File: src/rtl/vedic_ctrl_pkg.sv
// -----------------------------------------------------------------------------
// vedic_ctrl_pkg
// Shared definitions for the vedic multiplier arbiter: controller state
// encoding, an index-width helper and the reset values of the controller.
// -----------------------------------------------------------------------------
package vedic_ctrl_pkg;

  typedef enum logic [1:0] {
    ST_IDLE    = 2'd0,
    ST_COMPUTE = 2'd1,
    ST_RESP    = 2'd2
  } state_t;

  // Bits needed to hold an index in 0..n-1, never less than one bit.
  function automatic int idx_w(input int n);
    return (n <= 2) ? 1 : $clog2(n);
  endfunction

  localparam state_t RST_STATE      = ST_IDLE;
  localparam logic   RST_RESP_VALID = 1'b0;

endpackage : vedic_ctrl_pkg

File: src/rtl/rr_pick.sv
// -----------------------------------------------------------------------------
// rr_pick
// Combinational round-robin picker: finds the first asserted request
// searching upward from i_ptr, wrapping modulo N.
//   i_valid : per-port request
//   i_ptr   : highest-priority port this cycle
//   o_grant : one-hot grant, zero when no request
//   o_idx   : encoded winner (0 when no request)
//   o_any   : at least one request present
// -----------------------------------------------------------------------------
module rr_pick #(
  parameter int N    = 4,
  parameter int ID_W = 2
) (
  input  logic [N-1:0]    i_valid,
  input  logic [ID_W-1:0] i_ptr,
  output logic [N-1:0]    o_grant,
  output logic [ID_W-1:0] o_idx,
  output logic            o_any
);

  int w_pos;

  always_comb begin
    o_grant = '0;
    o_idx   = '0;
    o_any   = 1'b0;
    w_pos   = 0;
    for (int k = 0; k < N; k++) begin
      w_pos = int'(i_ptr) + k;
      if (w_pos >= N) w_pos = w_pos - N;
      if (!o_any && i_valid[w_pos]) begin
        o_any          = 1'b1;
        o_grant[w_pos] = 1'b1;
        o_idx          = ID_W'(w_pos);
      end
    end
  end

endmodule : rr_pick

File: src/rtl/signed_vedic_mult.sv
// -----------------------------------------------------------------------------
// signed_vedic_mult
// Combinational two's-complement multiplier built from 2-bit base digit
// products (Urdhva-Tiryagbhyam, vertically and crosswise), summed into a
// full-precision result. Deep logic: the caller treats it as multicycle.
//   i_a, i_b   : WIDTH-bit signed operands
//   o_product  : 2*WIDTH-bit signed product
// -----------------------------------------------------------------------------
module signed_vedic_mult #(
  parameter int WIDTH = 32
) (
  input  logic [WIDTH-1:0]   i_a,
  input  logic [WIDTH-1:0]   i_b,
  output logic [2*WIDTH-1:0] o_product
);

  // Operands are padded to an even width so every digit is two bits.
  localparam int DIGITS = (WIDTH + 1) / 2;
  localparam int EW     = 2 * DIGITS;

  logic [EW-1:0]   w_mag_a;
  logic [EW-1:0]   w_mag_b;
  logic [2*EW-1:0] w_acc;
  logic [3:0]      w_pp;
  logic            w_neg;

  // NOTE: every variable assigned in always_comb gets a default at the top of
  // the block; a path that leaves one unassigned would infer a latch.
  always_comb begin
    w_mag_a = '0;
    w_mag_b = '0;
    w_acc   = '0;
    w_pp    = '0;
    w_neg   = i_a[WIDTH-1] ^ i_b[WIDTH-1];
    // Magnitude of the most negative value wraps to itself, which read as
    // unsigned is the correct magnitude.
    w_mag_a[WIDTH-1:0] = i_a[WIDTH-1] ? -i_a : i_a;
    w_mag_b[WIDTH-1:0] = i_b[WIDTH-1] ? -i_b : i_b;
    for (int i = 0; i < DIGITS; i++) begin
      for (int j = 0; j < DIGITS; j++) begin
        w_pp  = {2'b00, w_mag_a[2*i +: 2]} * {2'b00, w_mag_b[2*j +: 2]};
        w_acc = w_acc + ({{(2*EW-4){1'b0}}, w_pp} << (2 * (i + j)));
      end
    end
    o_product = w_neg ? -w_acc[2*WIDTH-1:0] : w_acc[2*WIDTH-1:0];
  end

endmodule : signed_vedic_mult

File: src/rtl/vedic_mult_arbiter.sv
// -----------------------------------------------------------------------------
// vedic_mult_arbiter
// Shares one combinational signed_vedic_mult between NUM_REQ requesters.
// A round-robin winner's operands are registered, the multiplier is given
// MC_CYCLES cycles to settle, and the product is held on one response
// channel until accepted.
//   clk, rst     : clock, asynchronous active-high reset
//   req_valid    : per-port request valid
//   req_ready    : per-port one-hot grant (IDLE only)
//   req_a, req_b : packed signed operands, port i at [i*WIDTH +: WIDTH]
//   resp_valid   : result valid (RESP state)
//   resp_ready   : downstream accepts result
//   resp_product : 2*WIDTH-bit signed product
//   resp_id      : requester that owns the result
//   busy         : state is not IDLE
// -----------------------------------------------------------------------------
module vedic_mult_arbiter
  import vedic_ctrl_pkg::*;
#(
  parameter  int WIDTH     = 32,
  parameter  int NUM_REQ   = 4,
  parameter  int MC_CYCLES = 2,
  localparam int ID_W      = idx_w(NUM_REQ)
) (
  input  logic                     clk,
  input  logic                     rst,
  input  logic [NUM_REQ-1:0]       req_valid,
  output logic [NUM_REQ-1:0]       req_ready,
  input  logic [NUM_REQ*WIDTH-1:0] req_a,
  input  logic [NUM_REQ*WIDTH-1:0] req_b,
  output logic                     resp_valid,
  input  logic                     resp_ready,
  output logic [2*WIDTH-1:0]       resp_product,
  output logic [ID_W-1:0]          resp_id,
  output logic                     busy
);

  localparam int CNT_W = idx_w(MC_CYCLES);

  state_t             r_state;
  logic [ID_W-1:0]    r_rr_ptr;
  logic [CNT_W-1:0]   r_cnt;
  logic [WIDTH-1:0]   r_a;
  logic [WIDTH-1:0]   r_b;
  logic [ID_W-1:0]    r_id;
  logic [2*WIDTH-1:0] r_product;

  logic [NUM_REQ-1:0] w_grant;
  logic [ID_W-1:0]    w_win;
  logic               w_any;
  logic [ID_W-1:0]    w_ptr_next;
  logic [WIDTH-1:0]   w_a_sel;
  logic [WIDTH-1:0]   w_b_sel;
  logic [2*WIDTH-1:0] w_product;

  rr_pick #(
    .N    (NUM_REQ),
    .ID_W (ID_W)
  ) u_rr_pick (
    .i_valid (req_valid),
    .i_ptr   (r_rr_ptr),
    .o_grant (w_grant),
    .o_idx   (w_win),
    .o_any   (w_any)
  );

  // Only the registered operands feed the multiplier, so its inputs are
  // stable for the whole multicycle window.
  signed_vedic_mult #(
    .WIDTH (WIDTH)
  ) u_mult (
    .i_a       (r_a),
    .i_b       (r_b),
    .o_product (w_product)
  );

  assign w_a_sel    = req_a[w_win*WIDTH +: WIDTH];
  assign w_b_sel    = req_b[w_win*WIDTH +: WIDTH];
  assign w_ptr_next = (w_win == ID_W'(NUM_REQ - 1)) ? '0 : w_win + ID_W'(1);

  // Grant is suppressed while reset is held so no transfer can be seen by a
  // requester that the controller will not register.
  assign req_ready    = (r_state == ST_IDLE && !rst) ? w_grant : '0;
  assign resp_valid   = (r_state == ST_RESP);
  assign busy         = (r_state != ST_IDLE);
  assign resp_product = r_product;
  assign resp_id      = r_id;

  // NOTE: state registers use non-blocking assignments so every register
  // samples pre-edge values; blocking here would create order-dependent races.
  // NOTE: the operand/result registers are small and explicitly reset so a
  // discarded operation leaves nothing visible on resp_product/resp_id.
  always_ff @(posedge clk or posedge rst) begin
    if (rst) begin
      r_state   <= RST_STATE;
      r_rr_ptr  <= '0;
      r_cnt     <= '0;
      r_a       <= '0;
      r_b       <= '0;
      r_id      <= '0;
      r_product <= '0;
    end else begin
      case (r_state)
        ST_IDLE: begin
          if (w_any) begin
            r_a      <= w_a_sel;
            r_b      <= w_b_sel;
            r_id     <= w_win;
            r_rr_ptr <= w_ptr_next;
            r_cnt    <= CNT_W'(MC_CYCLES - 1);
            r_state  <= ST_COMPUTE;
          end
        end
        ST_COMPUTE: begin
          if (r_cnt == '0) begin
            r_product <= w_product;
            r_state   <= ST_RESP;
          end else begin
            r_cnt <= r_cnt - CNT_W'(1);
          end
        end
        ST_RESP: begin
          if (resp_ready) r_state <= ST_IDLE;
        end
        default: r_state <= ST_IDLE;
      endcase
    end
  end

endmodule : vedic_mult_arbiter

File: config.mk
export PLATFORM = sky130hd
export DESIGN_NAME = vedic_mult_arbiter
export DESIGN_NICKNAME = d
export VERILOG_FILES = /design/src/rtl/vedic_ctrl_pkg.sv /design/src/rtl/rr_pick.sv /design/src/rtl/signed_vedic_mult.sv /design/src/rtl/vedic_mult_arbiter.sv
export SDC_FILE = /design/constraint.sdc
export NUM_CORES = 2
export LEC_CHECK = 0
export ABC_AREA = 0
export CORE_MARGIN = 2
export CORE_UTILIZATION = 30
export DETAILED_ROUTE_END_ITERATION = 7
export GPL_TIMING_DRIVEN = 0
export SLEW_MARGIN = 30
export SYNTH_ARGS = -nofsm -noshare
export SYNTH_HDL_FRONTEND = slang
export SYNTH_SLANG_ARGS = --single-unit
File: constraint.sdc
create_clock -name clk -period 11.45 [get_ports clk]
set_clock_uncertainty 0.2 [all_clocks]
set_input_delay 2.29 -clock clk [delete_from_list [all_inputs] [get_ports clk]]
set_output_delay 2.29 -clock clk [all_outputs]
set_load 0.03 [all_outputs]
==> flow_summary.toml <==
[drt]
detail_route.wl_per_cell_um = 25.6
ant_nets = 0
drcViolationCount = 0
detailedRoute.firstPassIterationCount = 6
detail_route.iter0.violations = 3815
vias_per_cell = 5.14
detailroute.via_count = 45000
drt-total-wl_um = 223000

[timing]
clock.fmax_ghz = 0.0823
finalSetupViolations = 26
fin_crit_ps = 12160
tightest_slew_ps = 1130
timing_max_transition_violations_final = 0
post-route-worst-setup-slack_ps = -707
grt_setup_unrepaired = "true"
timing.final.crit_share = 1.06
hold_viol_final = 0
worst_slew_margin_rel = 0.249

[clock_tree]
cts_hold_buf = 0
clkTransAtPathRegs_ps = 70
worst_skew_pair.late_latency_ps = 490
clock_path_buffers = 2
cts_inserted_buffers = 17
tritoncts_clock_tree = "yes"
root_buffer = "clkbuf_16"
cts_sinks = 135
cts-htree-levels = 4

[critical_path]
crit_path_end = "resp_product[58]$_DFFE_PP0P_"
crit_required_ps = 11610
critical_path_peak_fanout = 9
critical_path.startpoint = "r_b[9]$_DFFE_PP0P_"
crit_path_buffers_inverters = 6
startpoint_of_the_worst_slack_reg_to_reg_timing_path = "r_b[9]$_DFFE_PP0P_"
critical_path_cell_count = 38
worstPathArrival_ps = 12320
end_kind = "flop"
rr_worst_depth = 38
cp_slowest_cell = "fa_2"
cpPeakStageDelay_ps = 690
r2r-end = "resp_product[58]$_DFFE_PP0P_"
start_kind = "flop"
crit_top_cell = "fa_1"
timing.setup.critical_path_class = "flop to flop"
critical-path-top-delay-family = "adder cells"
reg2reg_slack_ps = -710

[flow_run]
max_capacitance_violation_total = 0

[layout]
fin_nets = 8469
layout.filler_cells = 16800
drive_gt1_frac = 0.136
area_growth_syn_to_layout_pct = 26.1

[floorplan]
start_util = 0.302
placement_rows = 149
total_die_area_um2 = 169000
die_height_um = 411
die_w_um = 411
fp.coreArea_um2 = 165000
pin_count = 335

[logic_synthesis]
ys_dominant_reg_cell = "dfrtp_1"
synth-seq-area-share = 0.0680
synth_largest_type_area_fraction = 0.363
mappedNetlistNets = 7900
avgSynthCellArea_um2 = 8.32
synth_largest_area_cell = "fa_1"
number_of_enable_type_register_cells_in_the_synthesized_netlist = 0
ys_async_sr_fraction = 1.00
post_synth_most_frequent_cells = "nor2_1 (1188), inv_1 (1124), fa_1 (901)"
synth.most_common_cell = "nor2_1"
ys_ff_latch = 135
post_synth_inst_count = 5967
synth.lib_cells_used.distinct = 78
most_area_consuming_cells_after_synthesis = "fa_1 (36%), ha_1 (19%), nor2_1 (9.0%)"
synthesis.area_um2 = 49700
ys_warn_count = 0

[global_routing]
overflow = 0
grtUsageTotal = 0.263
grt_antenna_before_repair = 8
grt_start_max_net_pins = 72
grt_first_pass_wirelength_um = 319000
first_global_vias = 46200

[status]
violations = "negative setup slack"
outcome = "complete, but fails checks"

[placement]
worst_slack_placed_ps = -3610
port-buffer-count = 334
gp_congestion = 1.03
post-dp-hpwl_um = 183000

[min_path]
timing.hold.worst.class = "flop to flop"
## stage by stage
| stage | hold slack (ps) | TNS (ps) | util | area [µm²] | instances |
|---|---|---|---|---|---|
| 2_1_floorplan | 269 | -67.1 | - | 50000 | 5967 |
| 3_3_place_gp | 266 | -148400 | 0.341 | 56100 | 8490 |
| 3_5_place_dp | 269 | -110060 | 0.345 | 56800 | 8515 |
| 4_1_cts | 285 | -11970 | 0.371 | 61100 | 8679 |
| 5_1_grt | 313 | -19570 | 0.380 | 62600 | 8738 |
| 6_report | 281 | -13370 | 0.380 | 62600 | 8739 |
## cell type report
| class | count | area [µm²] | share of cell area |
|---|---|---|---|
| multi-input cells | 4402 | 44100 | 0.705 |
| repair buffers | 577 | 5590 | 0.0892 |
| inverters | 1125 | 4240 | 0.0678 |
| flip-flops and latches | 135 | 3390 | 0.0542 |
| well taps | 2189 | 2740 | 0.0437 |
| plain buffers | 278 | 1940 | 0.0309 |
| clock buffers | 18 | 429 | 0.00686 |
| clock inverters | 14 | 156 | 0.00250 |
| diodes | 1 | 2.50 | 0.0000400 |
## what timing repair did
item,in CTS,in global routing
resized for setup,564,272
endpoints found under the setup margin,42,39
buffers inserted,153,66
cloned,1,0
endpoints found under the hold margin,0,0
pin swaps,185,125
## worst min-delay path by stage
stage / from / end / slack (ps) / cells after the start
after global routing: resp_product[31]$_DFFE_PP0P_ / resp_product[31]$_DFFE_PP0P_ / 310 / 2
after CTS: resp_product[32]$_DFFE_PP0P_ / resp_product[32]$_DFFE_PP0P_ / 280 / 2
after global placement: resp_id[0]$_DFFE_PP0P_ / resp_id[0]$_DFFE_PP0P_ / 270 / 2
after floorplan: r_cnt$_DFFE_PP0P_ / r_cnt$_DFFE_PP0P_ / 270 / 2
final: resp_product[32]$_DFFE_PP0P_ / resp_product[32]$_DFFE_PP0P_ / 280 / 2
after detailed placement: resp_product[32]$_DFFE_PP0P_ / resp_product[32]$_DFFE_PP0P_ / 270 / 2
## worst min-delay path, stage by stage (launching register included)
cell	delay, ps
dfrtp_1	350
nand2_1	50
o21ai_0	60
## sequential cells by signal (all words and copies together), names as in the netlist
name,cells
r_b,32
resp_product,64
r_state,2
r_a,32
resp_id,2
r_rr_ptr,2
r_cnt,1
## metal layers
layer | up-vias | track usage | part of all wire
li1 | 19500 | - | -
met1 | 22700 | 0.327 | 0.38
met2 | 2259 | 0.415 | 0.45
met3 | 497 | 0.0545 | 0.094
met4 | 8 | 0.169 | 0.079
met5 | - | 0 | 0.00027
## cell usage in the layout (no fill, tap or decap), drive strengths merged, types with 5 or more instances in the layout
cell           Yosys  routed
or4               23      23
o21bai             5       5
nand2            509     509
a21oi            103     103
ha               769     769
mux2i             12      12
xor2              99      99
o21ai            288     288
o211ai            10      10
a211oi            16      16
fa               901     901
o41ai             15      15
a22oi              6       6
buf               21     285
inv             1124    1133
and4               6       6
a2111oi            5       5
or2               13      13
o21a              13      13
nor3              31      31
o31ai             35      35
a21o              22      22
nand4             29      29
nand2b            12      12
nor2b              5       5
mux2               5       5
nor4              10      10
a21boi             7       7
clkbuf           284     254
dfrtp            135     135
nand3             76      76
xnor2             87      87
or3               20      20
nor2            1188    1188
clkdlybuf4s50      0     334
a311oi             5       5
and2              17      17
## cells by family after synthesis
| logic type | count (synthesis) | synth area share |
|---|---|---|
| muxes | 18 | 0.00401 |
| AOI/OAI and AO/OA | 570 | 0.0693 |
| and+or+nand+nor | 1958 | 0.160 |
| adders and majority gates | 1670 | 0.557 |
| buffers and inverters | 1430 | 0.108 |
| DFF | 135 | 0.0680 |
| xor gates and xnor gates | 186 | 0.0328 |
Power is not shown: default switching activity piles up to over one toggle a cycle in this logic, so the estimate is an artifact.
